File: config.mk
export PLATFORM = sky130hd
export DESIGN_NAME = keccak_rc_gen
export DESIGN_NICKNAME = d
export VERILOG_FILES = /design/src/rtl/keccak_rc_gen.sv
export SDC_FILE = /design/constraint.sdc
export NUM_CORES = 1
export LEC_CHECK = 0
export ABC_AREA = 1
export CAP_MARGIN = 20
export CORE_MARGIN = 4
export CORE_UTILIZATION = 41
export CTS_CLUSTER_DIAMETER = 40
export DETAILED_ROUTE_END_ITERATION = 7
export PLACE_DENSITY = 0.84
export SYNTH_ARGS = -nofsm -noshare
export SYNTH_HDL_FRONTEND = slang
export SYNTH_SLANG_ARGS = --single-unit
File: constraint.sdc
create_clock -name clk -period 1.45 [get_ports clk]
set_input_delay 0.2175 -clock clk [delete_from_list [all_inputs] [get_ports clk]]
set_output_delay 0.2175 -clock clk [all_outputs]
set_load 0.01 [all_outputs]
File: src/rtl/keccak_rc_gen.sv
// keccak_rc_gen: LFSR-based producer of the Keccak-f[1600] iota round
// constants, one per round over a valid/ready stream.
// Defining KECCAK_RC_REVERSE_EN adds a dir input for reverse-order runs.
module keccak_rc_gen #(
  parameter int NUM_ROUNDS = 24,
  parameter int IDX_W      = 6
) (
  input  logic             clk,
  input  logic             rst,
  input  logic             start,
`ifdef KECCAK_RC_REVERSE_EN
  input  logic             dir,
`endif
  output logic             rc_valid,
  input  logic             rc_ready,
  output logic [63:0]      round_constant,
  output logic [IDX_W-1:0] round_idx,
  output logic             rc_last,
  output logic             busy,
  output logic             done
);

  typedef enum logic {
    IDLE = 1'b0,
    RUN  = 1'b1
  } state_e;

  localparam logic [IDX_W-1:0] LAST_IDX  = IDX_W'(NUM_ROUNDS - 1);
  localparam logic [7:0]       LFSR_SEED = 8'h01;

  // One forward step: multiply by x modulo x^8+x^6+x^5+x^4+1.
  function automatic logic [7:0] lfsr_fwd(input logic [7:0] s);
    return {s[6:0], 1'b0} ^ (s[7] ? 8'h71 : 8'h00);
  endfunction

`ifdef KECCAK_RC_REVERSE_EN
  // One inverse step: undo lfsr_fwd (s[0] of the successor is the old s[7]).
  function automatic logic [7:0] lfsr_inv(input logic [7:0] s);
    return s[0] ? (((s ^ 8'h71) >> 1) | 8'h80) : (s >> 1);
  endfunction

  // Elaboration-time jump from the seed, used for the reverse-run start state.
  function automatic logic [7:0] lfsr_jump(input int steps);
    logic [7:0] s;
    s = LFSR_SEED;
    for (int i = 0; i < steps; i++) s = lfsr_fwd(s);
    return s;
  endfunction

  localparam logic [7:0] LFSR_REV_SEED = lfsr_jump(7 * (NUM_ROUNDS - 1));
`endif

  state_e           state_q, state_d;
  logic [7:0]       lfsr_q, lfsr_d;
  logic [IDX_W-1:0] round_q, round_d;
  logic             done_q, done_d;
  logic [63:0]      rc_word;
  logic [7:0]       lfsr_fwd7;
  logic             at_last;
`ifdef KECCAK_RC_REVERSE_EN
  logic             dir_q, dir_d;
  logic [7:0]       lfsr_inv7;
`endif

  // Seven chained forward steps yield this round's constant bits and the next round's seed.
  always_comb begin
    logic [7:0] s;
    s       = lfsr_q;
    rc_word = '0;
    for (int j = 0; j < 7; j++) begin
      rc_word[(1 << j) - 1] = s[0];
      s = lfsr_fwd(s);
    end
    lfsr_fwd7 = s;
  end

`ifdef KECCAK_RC_REVERSE_EN
  // Seven chained inverse steps give the previous round's seed for reverse runs.
  always_comb begin
    lfsr_inv7 = lfsr_q;
    for (int j = 0; j < 7; j++) lfsr_inv7 = lfsr_inv(lfsr_inv7);
  end
`endif

  // Final round is the top index going forward, index zero going backward.
  always_comb begin
`ifdef KECCAK_RC_REVERSE_EN
    at_last = dir_q ? (round_q == '0) : (round_q == LAST_IDX);
`else
    at_last = (round_q == LAST_IDX);
`endif
  end

  // Next-state logic: accept start in IDLE, advance on handshake, drop to IDLE after the last one.
  always_comb begin
    state_d = state_q;
    lfsr_d  = lfsr_q;
    round_d = round_q;
    done_d  = 1'b0;
`ifdef KECCAK_RC_REVERSE_EN
    dir_d   = dir_q;
`endif
    case (state_q)
      IDLE: begin
        if (start) begin
          state_d = RUN;
          lfsr_d  = LFSR_SEED;
          round_d = '0;
`ifdef KECCAK_RC_REVERSE_EN
          dir_d   = dir;
          if (dir) begin
            lfsr_d  = LFSR_REV_SEED;
            round_d = LAST_IDX;
          end
`endif
        end
      end
      RUN: begin
        if (rc_ready) begin
          if (at_last) begin
            state_d = IDLE;
            lfsr_d  = LFSR_SEED;
            round_d = '0;
            done_d  = 1'b1;
`ifdef KECCAK_RC_REVERSE_EN
            dir_d   = 1'b0;
`endif
          end else begin
            lfsr_d  = lfsr_fwd7;
            round_d = round_q + IDX_W'(1);
`ifdef KECCAK_RC_REVERSE_EN
            if (dir_q) begin
              lfsr_d  = lfsr_inv7;
              round_d = round_q - IDX_W'(1);
            end
`endif
          end
        end
      end
      default: state_d = IDLE;
    endcase
  end

  // State registers with synchronous reset back to the idle seed.
  always_ff @(posedge clk) begin
    if (rst) begin
      state_q <= IDLE;
      lfsr_q  <= LFSR_SEED;
      round_q <= '0;
      done_q  <= 1'b0;
`ifdef KECCAK_RC_REVERSE_EN
      dir_q   <= 1'b0;
`endif
    end else begin
      state_q <= state_d;
      lfsr_q  <= lfsr_d;
      round_q <= round_d;
      done_q  <= done_d;
`ifdef KECCAK_RC_REVERSE_EN
      dir_q   <= dir_d;
`endif
    end
  end

  // Outputs come straight from registered state; stream fields read zero when not valid.
  always_comb begin
    rc_valid       = (state_q == RUN);
    busy           = rc_valid;
    done           = done_q;
    round_constant = rc_valid ? rc_word : '0;
    round_idx      = rc_valid ? round_q : '0;
    rc_last        = rc_valid && at_last;
  end

endmodule
# Yosys cells after proc, flatten, opt, wreduce, memory -nomap -nowiden
# Cells that the tools add are included.
dict set report word_totals {
  register_bits 16
  output_inout_bits 74
  wordCells 42
}
dict set report op_classes {
  n_reduce_logical 3
  n_mux 22
  addsub 1
  eq_ne 3
  bitwise 9
}
# op n
set op_table {}
lappend op_table {{two-way mux 64 bit} 1}
lappend op_table {{XOR 8 x 7 -> 8 bit} 7}
lappend op_table {{two-way mux 7 bit} 7}
lappend op_table {{two-way mux 6 bit} 4}
lappend op_table {{two-way mux 8 bit} 3}
lappend op_table {{one-hot mux 8 bit (2 select lines)} 1}
lappend op_table {{one-hot mux 6 bit (2 select lines)} 1}
lappend op_table {{adder 6 x 1 -> 6 bit (second input constant)} 1}
lappend op_table {{== test 6 x 5 -> 1 bit (second input constant)} 1}
lappend op_table {{two-way mux 1 bit} 4}
lappend op_table {{!= test 2 bit (second input constant)} 2}
lappend op_table {{OR reduction 3 bit} 1}
lappend op_table {{inverter 1 bit} 2}
lappend op_table {{one-hot mux 1 bit (2 select lines)} 1}
lappend op_table {{AND reduction 2 bit} 1}
lappend op_table {{logical AND 1 bit} 1}

# Logic depth before layout (Yosys ltp)
dict set report logic_depth {
  depth_word 17
  ltp_mapped 12
  depth_no_buf 11
}

# Worst setup path before layout
# Ideal clock, no wire load.
dict set report synth_path {
  path_type {register -> register}
  from {reg round_q[0]}
  to {reg state_q (netlist: busy)}
  arrival_time_ns 1.237
  stages_incl_launch_ff 9
  setup_slack_ns 0.096
  synth_period_minus_slack_ns 1.354
  path_cell_list {dfxtp_1 ha_1 nand2_1 nor2_1 nand3_1 nor2_1 nand2_1 o211ai_1 inv_1}
}
dict set report synth_between {
  elab_chain_len 4
}
# item line_no
set synth_rtl {}
lappend synth_rtl {{start, declared} 55} ;# logic [IDX_W-1:0] round_q, round_d;
lappend synth_rtl {{start signal, assigned} 157} ;# round_q <= round_d;
lappend synth_rtl {{== test 6 x 5 -> 1 bit} 90} ;# at_last = (round_q == LAST_IDX);
lappend synth_rtl {{two-way mux 1 bit} 120} ;# if (at_last) begin
lappend synth_rtl {{two-way mux 1 bit} 119} ;# if (rc_ready) begin
lappend synth_rtl {{one-hot mux 1 bit (2 select lines)} 103} ;# case (state_q)
lappend synth_rtl {{end signal, assigned} 155} ;# state_q <= state_d;
lappend synth_rtl {{end, declared} 53} ;# state_e state_q, state_d;
# Every way passes these cells.
# A chain may end at the register's enable or synchronous reset.

# Worst setup path in the final report
dict set report layout_path {
  from {reg lfsr_q[7]}
  to {out round_constant[63]}
}
dict set report layout_between {
  elab_chain_len 10
  elab_cells_between_ends 11
  cone_classes {5 x mux; 6 x bitwise}
}
# item line_no
set layout_rtl {}
lappend layout_rtl {{start, declared} 54} ;# logic [7:0] lfsr_q, lfsr_d;
lappend layout_rtl {{start signal, assigned} 156} ;# lfsr_q <= lfsr_d;
lappend layout_rtl {{two-way mux 7 bit (*)} 33} ;# return {s[6:0], 1'b0} ^ (s[7] ? 8'h71 : 8'h00);
lappend layout_rtl {{XOR 8 x 7 -> 8 bit (*) (2 in series)} 33}
lappend layout_rtl {{two-way mux 7 bit or XOR 8 x 7 -> 8 bit (tied branches)} 33}
lappend layout_rtl {{XOR 8 x 7 -> 8 bit (*) (3 in series)} 33}
lappend layout_rtl {{two-way mux 7 bit (*)} 33}
lappend layout_rtl {{XOR 8 x 7 -> 8 bit (*)} 33}
lappend layout_rtl {{two-way mux 64 bit (*)} 170} ;# round_constant = rc_valid ? rc_word : '0;
lappend layout_rtl {{end, declared} 16} ;# output logic [63:0] round_constant,
# Mark *: on every way between the ends. The rest lies on a longest branch, timed or not.

==> results <==
[metal layers]
metal | vias to the layer above | GRT usage [%] | share of wire (%)
li1 | 797 | - | -
met1 | 826 | 17.6 | 37
met2 | 91 | 28.5 | 53
met3 | 19 | 3.27 | 6.5
met4 | 0 | 8.14 | 3.8
met5 | - | 0 | 0
[Yosys cell counts, types with 2 or more instances]
library cell,n
nand3_1,16
inv_2,3
buf_2,2
nor2_4,2
nand2_4,3
a21oi_2,4
a21oi_1,7
buf_6,2
dfxtp_1,16
buf_4,58
nand2_2,7
inv_1,24
nand3_2,4
nand2_1,66
o211ai_1,2
a22oi_1,2
nor2_1,10
clkbuf_1,3
xor2_1,2
o21ai_0,2
[area by class of cell]
cell class                      count  area (sq um)
Multi-Input combinational cell    194          1230
Sequential cell                    16           339
Tap cell                           48          60.1
Fill cell                         273          1290
Inverter                           29           119
Timing Repair Buffer               76           647
Clock buffer                        4          55.1
[flip-flops by register name, summed over array words and instances, names as in the netlist]
name	count
lfsr_q	8
round_q	6
busy	1
done	1
[power breakdown]
| group | switching, mW | total [mW] | internal (mW) |
|---|---|---|---|
| Sequential | 0.0284 | 0.485 | 0.456 |
| Combinational | 0.460 | 0.777 | 0.317 |
| Clock | 0.166 | 0.408 | 0.242 |
[logic make-up (layout without fill, tap and decap cells)]
family,count (synthesis),in the layout,synth area share [%]
flip-flops,16,16,19.6
XOR/XNOR,4,4,2.61
buffers and inverters,94,109,36.3
adder cells (fa/ha/maj),1,1,0.767
AND/OR/NAND/NOR,109,110,31.5
other,1,57,0.230
AO/OA/AOI/OAI,22,22,8.90
[cells in the final DEF (no fill, tap or decap), drive strengths merged]
cell	synthesis	layout
ha	1	1
nand3	20	20
a32oi	1	1
xor2	2	2
xnor2	2	2
nand2	76	76
dfxtp	16	16
dlygate4sd2	0	9
clkbuf	3	4
a22oi	2	2
a21oi	11	11
inv	28	28
o21ai	3	3
clkdlybuf4s15	0	1
conb	1	57
or2	1	1
nor2	12	13
o211ai	2	2
clkinv	1	1
a31oi	1	1
a211oi	1	1
buf	62	62
clkdlybuf4s50	0	4
o21a	1	1
[worst min path at each step]
stage	startpoint	depth (start not counted)	slack, ps	endpoint
4_1_cts	lfsr_q[2]$_SDFFE_PP0P_	2	500	lfsr_q[2]$_SDFFE_PP0P_
5_1_grt	lfsr_q[2]$_SDFFE_PP0P_	2	520	lfsr_q[2]$_SDFFE_PP0P_
2_1_floorplan	rst	1	280	lfsr_q[4]$_SDFFE_PP0P_
6_report	lfsr_q[2]$_SDFFE_PP0P_	2	510	lfsr_q[2]$_SDFFE_PP0P_
3_5_place_dp	lfsr_q[2]$_SDFFE_PP0P_	2	490	lfsr_q[2]$_SDFFE_PP0P_
3_3_place_gp	lfsr_q[2]$_SDFFE_PP0P_	2	480	lfsr_q[2]$_SDFFE_PP0P_
[metrics by stage]
step | setup TNS (ps) | util (%) | hold WS (ps)
after floorplan | 0 | - | 280
after global placement | -2000 | 50.7 | 481
after detailed placement | -2180 | 50.7 | 489
after CTS | -610 | 56.1 | 499
after global routing | -2250 | 65.5 | 523
final | -1320 | 65.5 | 509
[tightest hold or removal path, delay by kind of cell (launching register included)]
family,cells,cell delay [ps]
compound gates,1,50
simple gates,1,80
flops,1,340
[what timing repair did]
action | CTS | global route
gates cloned | 1 | 1
hold buffers | 0 | 0
setup endpoints to repair | 22 | 18
resized for setup | 71 | 69
pin swaps | 18 | 40
setup buffers | 7 | 16
==> impl_metrics.xml <==
<?xml version="1.0" encoding="UTF-8"?>
<metrics>
  <group name="run_status">
    <metric name="outcome" unit="">complete, but fails checks</metric>
    <metric name="failed_checks" unit="">setup timing</metric>
  </group>
  <group name="synth">
    <metric name="synth_largest_type_area_fraction" unit="%">26.7</metric>
    <metric name="syn-cell-area" unit="sq um">1630</metric>
    <metric name="synth_seq_cells" unit="">16</metric>
    <metric name="synthesis.instances" unit="">247</metric>
    <metric name="synth.yosys.warnings" unit="">0</metric>
    <metric name="synth-async-reset-ratio" unit="%">0</metric>
    <metric name="commonest_register_cell_after_synthesis" unit="">dfxtp_1</metric>
    <metric name="syn-mean-instance-area" unit="sq um">6.60</metric>
    <metric name="top_area_cells_in_the_synthesized_netlist" unit="">buf_4, dfxtp_1, nand2_1</metric>
    <metric name="synth.yosys.seq_area_share" unit="%">19.6</metric>
    <metric name="number_of_enable_type_register_cells_in_the_synthesized_netlist" unit="">0</metric>
    <metric name="yosysTopAreaCell" unit="">buf_4</metric>
    <metric name="synth.distinct_cells" unit="">32</metric>
  </group>
  <group name="cts">
    <metric name="cts_tree" unit="">done</metric>
    <metric name="cts.reportedPaths.clkPinSlew" unit="ps">60</metric>
    <metric name="cts_inserted_buffers" unit="">3</metric>
    <metric name="clk_root_buffer_cell" unit="">clkbuf_8</metric>
    <metric name="clock_latency" unit="ps">260</metric>
    <metric name="cts.sink_count" unit="">16</metric>
    <metric name="htree_levels" unit="">1</metric>
    <metric name="cts_buffer_depth" unit="">2</metric>
  </group>
  <group name="worst_setup_path">
    <metric name="worst_setup_path_start_kind" unit="">register</metric>
    <metric name="path_depth" unit="">10</metric>
    <metric name="worst_setup_path_endpoint" unit="">round_constant[63]</metric>
    <metric name="rrSetupSlack" unit="ps">-200</metric>
    <metric name="cp_data_arrival_time" unit="ps">1470</metric>
    <metric name="crit_path_max_fanout" unit="">6</metric>
    <metric name="reg2regPathDepth" unit="">14</metric>
    <metric name="timing.rr.end" unit="">lfsr_q[1]$_SDFFE_PP0P_</metric>
    <metric name="crit_slowest_cell" unit="">dfxtp_4</metric>
    <metric name="worstSetupPathType" unit="">register to output port</metric>
    <metric name="cp_common_cell" unit="">nand2_2</metric>
    <metric name="critical_path.endpoint_type" unit="">output port</metric>
    <metric name="critPathTopFamily" unit="">simple AND/OR/NAND/NOR gates</metric>
    <metric name="worstReg2RegStart" unit="">lfsr_q[7]$_SDFFE_PP0P_</metric>
    <metric name="worst_setup_path_startpoint" unit="">lfsr_q[7]$_SDFFE_PP0P_</metric>
    <metric name="slowest_delay" unit="ps">380</metric>
    <metric name="timing.critical_path.cells" unit="">inv_4 -&gt; nand2_2 -&gt; nand2_2 -&gt; nand2_2 -&gt; nand2_2 -&gt; nand2_2 -&gt; nand2_2 -&gt; inv_2 -&gt; nor2_4 -&gt; buf_6</metric>
    <metric name="cp_num_buf_inv" unit="">3</metric>
    <metric name="worst-endpoint-required" unit="ps">1230</metric>
  </group>
  <group name="job">
    <metric name="drv.max_cap_violation_count" unit="">0</metric>
  </group>
  <group name="floorplan">
    <metric name="floorplan.die_area" unit="sq um">5050</metric>
    <metric name="die_h" unit="um">71.1</metric>
    <metric name="core" unit="sq um">3740</metric>
    <metric name="floorplan.initialDensity" unit="%">43.5</metric>
    <metric name="die_width" unit="um">71.1</metric>
    <metric name="num_io_pins" unit="">78</metric>
    <metric name="row_count" unit="">22</metric>
  </group>
  <group name="final_layout">
    <metric name="area.growth.synth_to_final" unit="%">50.4</metric>
    <metric name="final_layout_size_suffix_gt1_share" unit="%">48.9</metric>
    <metric name="fin_area" unit="sq um">2450</metric>
    <metric name="n_antenna_cell" unit="">0</metric>
    <metric name="instances_no_fill" unit="">367</metric>
    <metric name="final_net_count" unit="">325</metric>
  </group>
  <group name="timing">
    <metric name="fin_crit" unit="ps">1690</metric>
    <metric name="finalCritPeriodShare" unit="%">116</metric>
    <metric name="finalClockSkew" unit="ps">2.45</metric>
    <metric name="finalHoldViolCount" unit="">0</metric>
    <metric name="final_report_max_slew_violation_count" unit="">0</metric>
    <metric name="grt_setup_unrepaired" unit="">yes</metric>
    <metric name="layout_setup_ws" unit="ps">-239</metric>
    <metric name="setup_viol" unit="">11</metric>
    <metric name="fmax" unit="MHz">592</metric>
  </group>
  <group name="detailed_routing">
    <metric name="detail_route.wl_per_cell" unit="um">14.5</metric>
    <metric name="drt_iter0_drc" unit="">72</metric>
    <metric name="finalWirelength" unit="mm">5.32</metric>
    <metric name="firstDrtPassIters" unit="">4</metric>
    <metric name="antenna_violating_nets_left" unit="">0</metric>
    <metric name="detail_route.vias_per_cell" unit="">4.72</metric>
    <metric name="dr_total_vias" unit="">1733</metric>
    <metric name="drc" unit="">0</metric>
  </group>
  <group name="power_and_ir_drop">
    <metric name="total_leakage_power" unit="nW">1.27</metric>
    <metric name="power-per-cell-area" unit="nW/um^2">681</metric>
    <metric name="fin_total_pwr" unit="mW">1.67</metric>
    <metric name="vdd_drop_max" unit="uV">624</metric>
  </group>
  <group name="place">
    <metric name="placement.io_buffers" unit="">20</metric>
    <metric name="gp_routability_congestion" unit="">0.909</metric>
    <metric name="place_inst" unit="">343</metric>
    <metric name="placed_cell_area" unit="sq um">1900</metric>
    <metric name="detailedPlacementHpwl" unit="mm">2.92</metric>
    <metric name="placement.setup.worst_slack" unit="ps">-419</metric>
  </group>
  <group name="grt">
    <metric name="grt_start_max_net_pins" unit="">13</metric>
    <metric name="grt_pass1_vias" unit="">1450</metric>
    <metric name="initial_antenna_violation_count" unit="">0</metric>
    <metric name="grt-ovfl-total" unit="">0</metric>
    <metric name="grt_overall_usage" unit="%">15.9</metric>
    <metric name="grt_pass1_wl" unit="mm">6.46</metric>
  </group>
  <group name="worst_hold_path">
    <metric name="holdCritPathClass" unit="">register to register</metric>
  </group>
</metrics>
Power figures use the tool's default switching activity.
